$ cat config.mk
export PLATFORM = sky130hd
export DESIGN_NAME = reg8x32_access_ctrl
export DESIGN_NICKNAME = d
export VERILOG_FILES = /design/src/rtl/reg8x32_access_ctrl.sv
export SDC_FILE = /design/constraint.sdc
export NUM_CORES = 1
export LEC_CHECK = 0
export BUFFER_PORTS_ARGS = -buffer_cell sky130_fd_sc_hd__buf_2
export CORE_MARGIN = 5
export CORE_UTILIZATION = 35
export CTS_CLUSTER_SIZE = 24
export DETAILED_ROUTE_END_ITERATION = 8
export PLACE_DENSITY = 0.63
export SYNTH_ARGS = -nofsm -noshare
export SYNTH_HDL_FRONTEND = slang
export SYNTH_SLANG_ARGS = --single-unit
$ cat constraint.sdc
create_clock -name clk -period 2.9 [get_ports clk]
set_clock_uncertainty 0.15 [all_clocks]
set_input_delay 0.725 -clock clk [delete_from_list [all_inputs] [get_ports clk]]
set_output_delay 0.725 -clock clk [all_outputs]
set_load 0.02 [all_outputs]
$ cat src/rtl/reg8x32_access_ctrl.sv
// reg8x32_access_ctrl: in-order command FIFO and sequencer driving register_file_8_32.
// Define CLEAR_ON_RESET_EN to zero every register after reset before accepting commands.
module reg8x32_access_ctrl #(
    parameter int FIFO_DEPTH = 4,
    parameter int ADDR_W     = 3,
    parameter int DATA_W     = 32
) (
    input  logic              clk,
    input  logic              clr,
    input  logic              req_valid,
    output logic              req_ready,
    input  logic              req_we,
    input  logic [ADDR_W-1:0] req_addr,
    input  logic [DATA_W-1:0] req_wdata,
    output logic              rsp_valid,
    input  logic              rsp_ready,
    output logic [ADDR_W-1:0] rsp_addr,
    output logic [DATA_W-1:0] rsp_rdata,
    output logic [ADDR_W-1:0] rf_addr,
    output logic              rf_ce,
    output logic [DATA_W-1:0] rf_di,
    input  logic [DATA_W-1:0] rf_do,
    output logic              busy
);
    localparam int PW = $clog2(FIFO_DEPTH);
    localparam int CW = PW + 1;
    localparam int EW = 1 + ADDR_W + DATA_W;

    typedef enum logic [2:0] {IDLE, WR, RD, RESP, INIT} state_t;

    state_t            state;
    logic [EW-1:0]     mem [FIFO_DEPTH];
    logic [PW-1:0]     wp, rp;
    logic [CW-1:0]     count;
    logic [EW-1:0]     head;
    logic              push, pop;
`ifdef CLEAR_ON_RESET_EN
    logic [ADDR_W:0]   init_cnt;
`endif

    // Ready comes from registered state only, so a same-cycle pop never frees a slot.
    assign req_ready = count != CW'(FIFO_DEPTH) && state != INIT;
    assign push      = req_valid && req_ready;
    assign pop       = state == IDLE && count != '0;
    assign busy      = count != '0 || state != IDLE;
    assign head      = mem[rp];

    always_ff @(posedge clk)
        if (push) mem[wp] <= {req_we, req_addr, req_wdata};

    always_ff @(posedge clk or negedge clr)
        if (!clr) begin
            wp    <= '0;
            rp    <= '0;
            count <= '0;
        end else begin
            if (push) wp <= wp + 1'b1;
            if (pop) rp <= rp + 1'b1;
            count <= count + CW'(push) - CW'(pop);
        end

    // rf_addr/rf_di double as the command register; they hold between commands.
    always_ff @(posedge clk or negedge clr)
        if (!clr) begin
`ifdef CLEAR_ON_RESET_EN
            state    <= INIT;
            init_cnt <= '0;
`else
            state    <= IDLE;
`endif
            rf_ce     <= 1'b0;
            rf_addr   <= '0;
            rf_di     <= '0;
            rsp_valid <= 1'b0;
            rsp_addr  <= '0;
            rsp_rdata <= '0;
        end else begin
            rf_ce <= 1'b0;
            case (state)
                IDLE: if (pop) begin
                    rf_addr <= head[DATA_W +: ADDR_W];
                    if (head[EW-1]) begin
                        rf_di <= head[DATA_W-1:0];
                        rf_ce <= 1'b1;
                        state <= WR;
                    end else state <= RD;
                end
                WR: state <= IDLE;
                RD: begin
                    rsp_valid <= 1'b1;
                    rsp_addr  <= rf_addr;
                    rsp_rdata <= rf_do;
                    state     <= RESP;
                end
                RESP: if (rsp_ready) begin
                    rsp_valid <= 1'b0;
                    state     <= IDLE;
                end
`ifdef CLEAR_ON_RESET_EN
                INIT: if (init_cnt[ADDR_W]) state <= IDLE;
                else begin
                    rf_ce    <= 1'b1;
                    rf_addr  <= init_cnt[ADDR_W-1:0];
                    rf_di    <= '0;
                    init_cnt <= init_cnt + 1'b1;
                end
`endif
                default: state <= IDLE;
            endcase
        end
endmodule

==> results.md, run 1 <==
* Setup slack, reg-to-reg at roughly 0.42 ns
* Max-slew violations at 0
* Vias at 4,157
* Syn nets at 465
* Reg2reg end: count[2]$_DFF_PN0_
* M1 GR Usage at 0.149
* CTS clk-pin slew, worst paths at roughly 0.060 ns
* Initial antenna violation count at 2
* Violation count after the first detailed-routing iteration at between 150 and 200
* Setup crit end kind: flop
* FF+latch area at ~6400 sq um
* Port Buffer Count at between 100 and 150
* Vias in the first global route at approximately 4,500
* Residual DRC at 0
* Area share of and/or/nand/nor cells after synthesis at 0.0117
* Multi-input logic area at about 2000 sq um
* Met3 usage in global routing at 0.0357
* Initial Utilization at 0.352
* Synth Area in Compound Gates at 0.00384
* Vias per cell at roughly 4.6
* Filler Cell Count at around 2,100
* RR Startpoint: state[0]$_DFFE_PN0P_
* Std cell rows at between 50 and 60
* WL/cell at between 15 and 20 um
* Synth Warn # at 0
* Yosys cell types at 28
* Worst slew pin tran at ~0.81 ns
* GRT Overall Usage at 0.122
* Largest net degree at the start of global routing at 43
* Post-synthesis sequential area ratio at 0.750
* CTS tree: built
* Die Width at about 170 um
* Placed Cells at 850
* CTS sink count at approximately 230
* Hold buffer count at CTS at 0
* Die Area at 27,400 sq um
* CP Launch Type: flop
* Slew HR at 0.458
* Pleak at approximately 4 nW
* Met2 Usage GRT at 0.212
* Setup WS pre-CTS at 0.370 ns
* CORE AREA at between 20,000 and 25,000 sq um
* Gr busiest metal: met2
* Design area at about 10,000 sq um
* Fmax achieved at just over 0.4 GHz
* Post-Route WL at between 15,000 and 20,000 um
* CP arrival at around 2.8 ns
* Nets at 632
* Syn_area_per_cell at 22.0 sq um
* DP HPWL at around 11,000 um
* Routability-driven placement congestion ratio at about 0.65
* Max-cap violations at 0
* H-tree levels at 1
* Grt ovf at 0
* Final core utilization at 0.433
* Cell Area, Synth at between 8000 and 9000 sq um
* TritonCTS buffer count at 25
* Largest family of logic cells by synthesized area: multiplexers
* PD cells at roughly 1200 nW/um^2
* Tcrit/Tclk final at 0.856
* R2R depth at 7
* Tmin final at approximately 2.5 ns
* Placed cell area at ~9700 sq um
* Unrepaired setup endpoints after global routing: false
* Ports at ~150
* Post-synthesis register bit count at between 200 and 250
* Antenna diodes at 0
* Clk Tree Root Cell: clkbuf_16
* Final Hold Fails at 0
* Post-synthesis adder-cell area fraction at 0.0112
* Cells after Synth at ~390
* Synth Area in XOR/XNOR at 0.00517
* Number of nets with antenna violations after routing at 0
* Die H at approximately 170 um
* Share of layout cells above drive strength 1 at 0.525
* Post-CTS Resized at 0
* CP endpoint: count[2]$_DFF_PN0_
* Endpoints failing setup at 0
* CP max FO at 6
* Postcts setup bufs at 0
* Final std cells w/o fill at between 800 and 900
* Critical Path Source: state[0]$_DFFE_PN0P_
* CP Data Required Time at 3.18 ns
* Most frequent cells in the layout: buf_2, edfxtp_1, dfrtp_1
* Area Overhead vs Synth at 23.1%
* Later-pin clock latency in the skew report at between 0.5 and 0.6 ns
* Sum of negative setup slack at 0 ns
* First-pass GRT wire length at about 25,000 um
* Post-synthesis mux area share at 0.203
* Clock Path Buffers at 3
* Setup CP Type: reg -> reg
* Min-Delay Path Class: in -> async
* Worst vdd ir at ~0.56 mV
* Status: complete, no violations
* Total iterations of the first detailed-routing run at 4
* Final WS setup at approximately 0.42 ns
## routing by layer
metal / vias up / share of wire
met5: - / 0.0014
met4: 4 / 0.021
met3: 37 / 0.077
met2: 131 / 0.50
met1: 2123 / 0.40
li1: 1862 / -
## cell families after synthesis
group                      after synthesis
AOI/OAI and AO/OA                        5
xor gates and xnor gates                 5
adders and majority gates                7
buffers and inverters                   23
DFF                                    225
muxes                                  107
and+or+nand+nor                         14
## registers in the layout (all words and copies together) (netlist names), 2 cells and up
register,flops
count,3
mem,144
rf_addr,3
rf_di,32
rp,2
rsp_addr,3
rsp_rdata,32
state,2
wp,2
## critical path, cell delays in order (launching register included)
cell	delay [ns]
dfrtp_1	0.45
nor3_1	0.65
ha_1	0.22
inv_1	0.04
ha_1	0.18
fa_1	0.38
xnor2_1	0.19
xnor2_1	0.14
## area by class of cell
| cell class | count | area share |
|---|---|---|
| Sequential cell | 225 | 0.609 |
| Clock inverter | 3 | 0.00204 |
| Multi-Input combinational cell | 138 | 0.192 |
| Inverter | 9 | 0.00324 |
| Clock buffer | 42 | 0.0712 |
| Tap cell | 324 | 0.0389 |
| Timing Repair Buffer | 154 | 0.0835 |
## cell usage after synthesis
library cell / instances / area (sq um)
edfxtp_1: 144 / 4320
dfrtp_1: 81 / 2030
mux2_2: 42 / 473
mux4_2: 36 / 811
mux2_4: 29 / 435
inv_1: 9 / 33.8
ha_1: 6 / 75.1
and3_1: 4 / 25.0
buf_2: 4 / 20.0
buf_6: 4 / 45.0
xnor2_1: 4 / 35.0
buf_4: 3 / 22.5
clkbuf_1: 3 / 11.3
a21oi_1: 2 / 10.0
nor3_1: 2 / 10.0
a21o_1: 1 / 7.51
a31oi_1: 1 / 6.26
and2_1: 1 / 6.26
fa_1: 1 / 20.0
nand2_1: 1 / 3.75
nand3_1: 1 / 5.00
nand4_1: 1 / 6.26
nand4_4: 1 / 21.3
nor2_2: 1 / 6.26
o31a_1: 1 / 8.76
or3_1: 1 / 6.26
or3b_1: 1 / 8.76
xor2_1: 1 / 8.76
## power by group
group	leakage [nW]	total (W)	internal, W	switching, W
clock network	0.365	0.00292	0.00174	0.00118
logic	1.47	0.00423	0.00201	0.00222
registers	2.27	0.00490	0.00448	0.000414
## stage by stage
stage	power [W]	hold WS, ns
after floorplan	0.00795	0.279
after global placement	0.00916	0.323
after detailed placement	0.00931	0.329
after CTS	0.0123	0.0702
after global routing	0.0127	0.0971
final	0.0120	0.0673
## worst min path at each step
| stage | start | to | slack, ns |
|---|---|---|---|
| global placement | rsp_valid$_DFFE_PN0P_ | rsp_valid$_DFFE_PN0P_ | 0.32 |
| floorplan | clr | count[0]$_DFF_PN0_ | 0.28 |
| finish | clr | rsp_rdata[29]$_DFFE_PN0P_ | 0.07 |
| global route | clr | rsp_rdata[29]$_DFFE_PN0P_ | 0.1 |
| detailed placement | rsp_valid$_DFFE_PN0P_ | rsp_valid$_DFFE_PN0P_ | 0.33 |
| CTS | clr | rsp_rdata[29]$_DFFE_PN0P_ | 0.07 |
No activity file was read; power rests on OpenSTA's default activity.
==> inputs of run 2 (changes only) <==
--- a/config.mk
+++ b/config.mk
@@ -6,11 +6,13 @@
 export NUM_CORES = 1
 export LEC_CHECK = 0
 export BUFFER_PORTS_ARGS = -buffer_cell sky130_fd_sc_hd__buf_2
+export CELL_PAD_IN_SITES_DETAIL_PLACEMENT = 2
+export CELL_PAD_IN_SITES_GLOBAL_PLACEMENT = 2
 export CORE_MARGIN = 5
 export CORE_UTILIZATION = 35
 export CTS_CLUSTER_SIZE = 24
 export DETAILED_ROUTE_END_ITERATION = 8
-export PLACE_DENSITY = 0.63
+export PLACE_DENSITY = 0.76
 export SYNTH_ARGS = -nofsm -noshare
 export SYNTH_HDL_FRONTEND = slang
 export SYNTH_SLANG_ARGS = --single-unit
==> run 2 against run 1 <==
Sequential share of layout area is 0.33 points lower; count of clock-buffer cells in the layout is 5 lower; sequential power is 0.8% higher; register-to-register slack worse by 0.07 ns; flip-flop and latch count stayed put; via count is 0.87% higher; cell count is 0.11% lower; die area stayed put; combinational power is 1% higher; fmax is 2.6% lower.
==> results.md, run 2 (same netlist as run 1, synthesis figures left out) <==
* Status: complete, no violations
* Gr busiest metal: met2
* Flip-flop count of the largest register after layout at 144 (unchanged)
* M1 GR Usage at 0.167 (+0.0184)
* Grt ovf at 0 (unchanged)
* GRT Overall Usage at 0.137 (+0.0159)
* Violation count after the first detailed-routing iteration at 208 (+35%)
* First-pass GRT wire length at 28,900 um (+14%)
* Top Registers: mem x144, rf_di x32, rsp_rdata x32
* Area Overhead vs Synth at 23.7%
* Met3 usage in global routing at 0.0298 (-0.00596)
* Vias in the first global route at 4,905 (+9.9%)
* Min-Delay Path Class: in -> async
* Largest net degree at the start of global routing at 51 (+19%)
* Endpoints failing setup at 0 (unchanged)
* Die Area at 27,400 sq um (unchanged)
* Later-pin clock latency in the skew report at 0.50 ns (about the same)
* Share of layout cells above drive strength 1 at 0.533 (+0.00794)
* Worst vdd ir at 0.599 mV (+7.8%)
* Placed cell area at 9660 sq um (unchanged)
* Routability-driven placement congestion ratio at 0.662 (+1.9%)
* Initial antenna violation count at 1 (-1)
* Number of nets with antenna violations after routing at 0 (unchanged)
* WL/cell at 21.0 um (+12%)
* Setup crit end kind: flop
* Postcts setup bufs at 0 (unchanged)
* DP HPWL at 11,900 um (+13%)
* Vias at 4,193 (+0.87%)
* CORE AREA at 24,100 sq um (unchanged)
* Final Hold Fails at 0 (unchanged)
* Die H at 166 um (unchanged)
* Design area at 10,500 sq um (+0.54%)
* Tmin final at 2.55 ns (+0.0665 ns)
* Std cell rows at 57 (unchanged)
* Post-CTS Resized at 0 (unchanged)
* R2R depth at 8 (+1)
* Initial Utilization at 0.352 (unchanged)
* Filler Cell Count at 2,303 (+7.3%)
* Ports at 146 (unchanged)
* CTS tree: built
* Met2 Usage GRT at 0.249 (+0.0367)
* Slew HR at 0.470 (+0.0120)
* Vias per cell at 4.69 (+0.98%)
* Port Buffer Count at 145 (unchanged)
* Antenna diodes at 0 (unchanged)
* Sum of negative setup slack at 0 ns (unchanged)
* Top reg by flops: mem
* Post-Route WL at 18,800 um (+12%)
* Nets at 631 (-0.16%)
* Clock Path Buffers at 3 (unchanged)
* CP arrival at 2.82 ns (+0.05 ns)
* CP Data Required Time at 3.17 ns (about the same)
* RR Startpoint: count[1]$_DFF_PN0_
* Setup CP Type: reg -> reg
* Max-slew violations at 0 (unchanged)
* Clk Tree Root Cell: clkbuf_16
* CTS clk-pin slew, worst paths at 0.06 ns (about the same)
* Pleak at 4.14 nW (+0.90%)
* Fmax achieved at 0.392 GHz (-2.6%)
* Residual DRC at 0 (unchanged)
* Worst slew pin tran at 0.796 ns (-0.0180 ns)
* Hold buffer count at CTS at 0 (unchanged)
* Unrepaired setup endpoints after global routing: false
* CP max FO at 5 (-1)
* Most frequent cells in the layout: buf_2, edfxtp_1, dfrtp_1
* Max-cap violations at 0 (unchanged)
* CTS sink count at 225 (unchanged)
* TritonCTS buffer count at 24 (-4.0%)
* Die Width at 166 um (unchanged)
* Critical Path Source: count[1]$_DFF_PN0_
* PD cells at 1180 nW/um^2 (+2.2%)
* Tcrit/Tclk final at 0.879 (+0.0229)
* Total iterations of the first detailed-routing run at 4 (unchanged)
* CP Launch Type: flop
* H-tree levels at 1 (unchanged)
[run 2: final cells by class]
type | count | area [sq um] | share of cell area
Clock buffer | 37 | 711 | 0.0678
Clock inverter | 7 | 109 | 0.0104
Inverter | 9 | 33.8 | 0.00322
Multi-Input combinational cell | 138 | 2000 | 0.191
Sequential cell | 225 | 6350 | 0.606
Tap cell | 324 | 405 | 0.0387
Timing Repair Buffer | 154 | 871 | 0.0831
[run 2: per-stage QoR]
stage / setup WS (ns) / total power, W / hold slack [ns] / instances / util
2_1_floorplan: 0.491 / 0.00795 / 0.279 / 386 / -
5_1_grt: 0.117 / 0.0131 / 0.0530 / 894 / 0.435
3_5_place_dp: 0.329 / 0.00944 / 0.324 / 850 / 0.401
4_1_cts: 0.297 / 0.0126 / 0.0271 / 894 / 0.435
3_3_place_gp: 0.430 / 0.00915 / 0.307 / 850 / 0.401
6_report: 0.352 / 0.0124 / 0.0330 / 894 / 0.435
[run 2: worst max-delay path: stages (launching register included)]
cell and delay (ns):
dfrtp_1 0.42, nor3_1 0.41, nor3_1 0.23, ha_1 0.33, inv_1 0.04, ha_1 0.18, fa_1 0.38, xnor2_1 0.18
xnor2_1 0.15
[run 2: report_power, final]
| group | internal, W | switching [W] | total (W) |
|---|---|---|---|
| logic | 0.00202 | 0.00228 | 0.00429 |
| registers | 0.00448 | 0.000454 | 0.00494 |
| clock network | 0.00195 | 0.00119 | 0.00314 |
| total | 0.00845 | 0.00392 | 0.0124 |
[run 2: path summary, 6_finish.rpt]
path	to	slack (ns)
worst max-delay path	count[2]$_DFF_PN0_	0.35
worst min-delay path	rsp_addr[0]$_DFFE_PN0P_	0.03
min in group clk	mem[3][7]$_DFFE_PP_	0.28
worst min register to register	rsp_valid$_DFFE_PN0P_	0.33
max in group asynchronous	rsp_rdata[15]$_DFFE_PN0P_	1.91
worst max register to register	count[2]$_DFF_PN0_	0.35
[run 2: metal layers]
layer,vias up,share of wire
li1,1843,-
met1,2190,0.40
met2,130,0.51
met3,28,0.065
met4,2,0.018
met5,-,0.00037
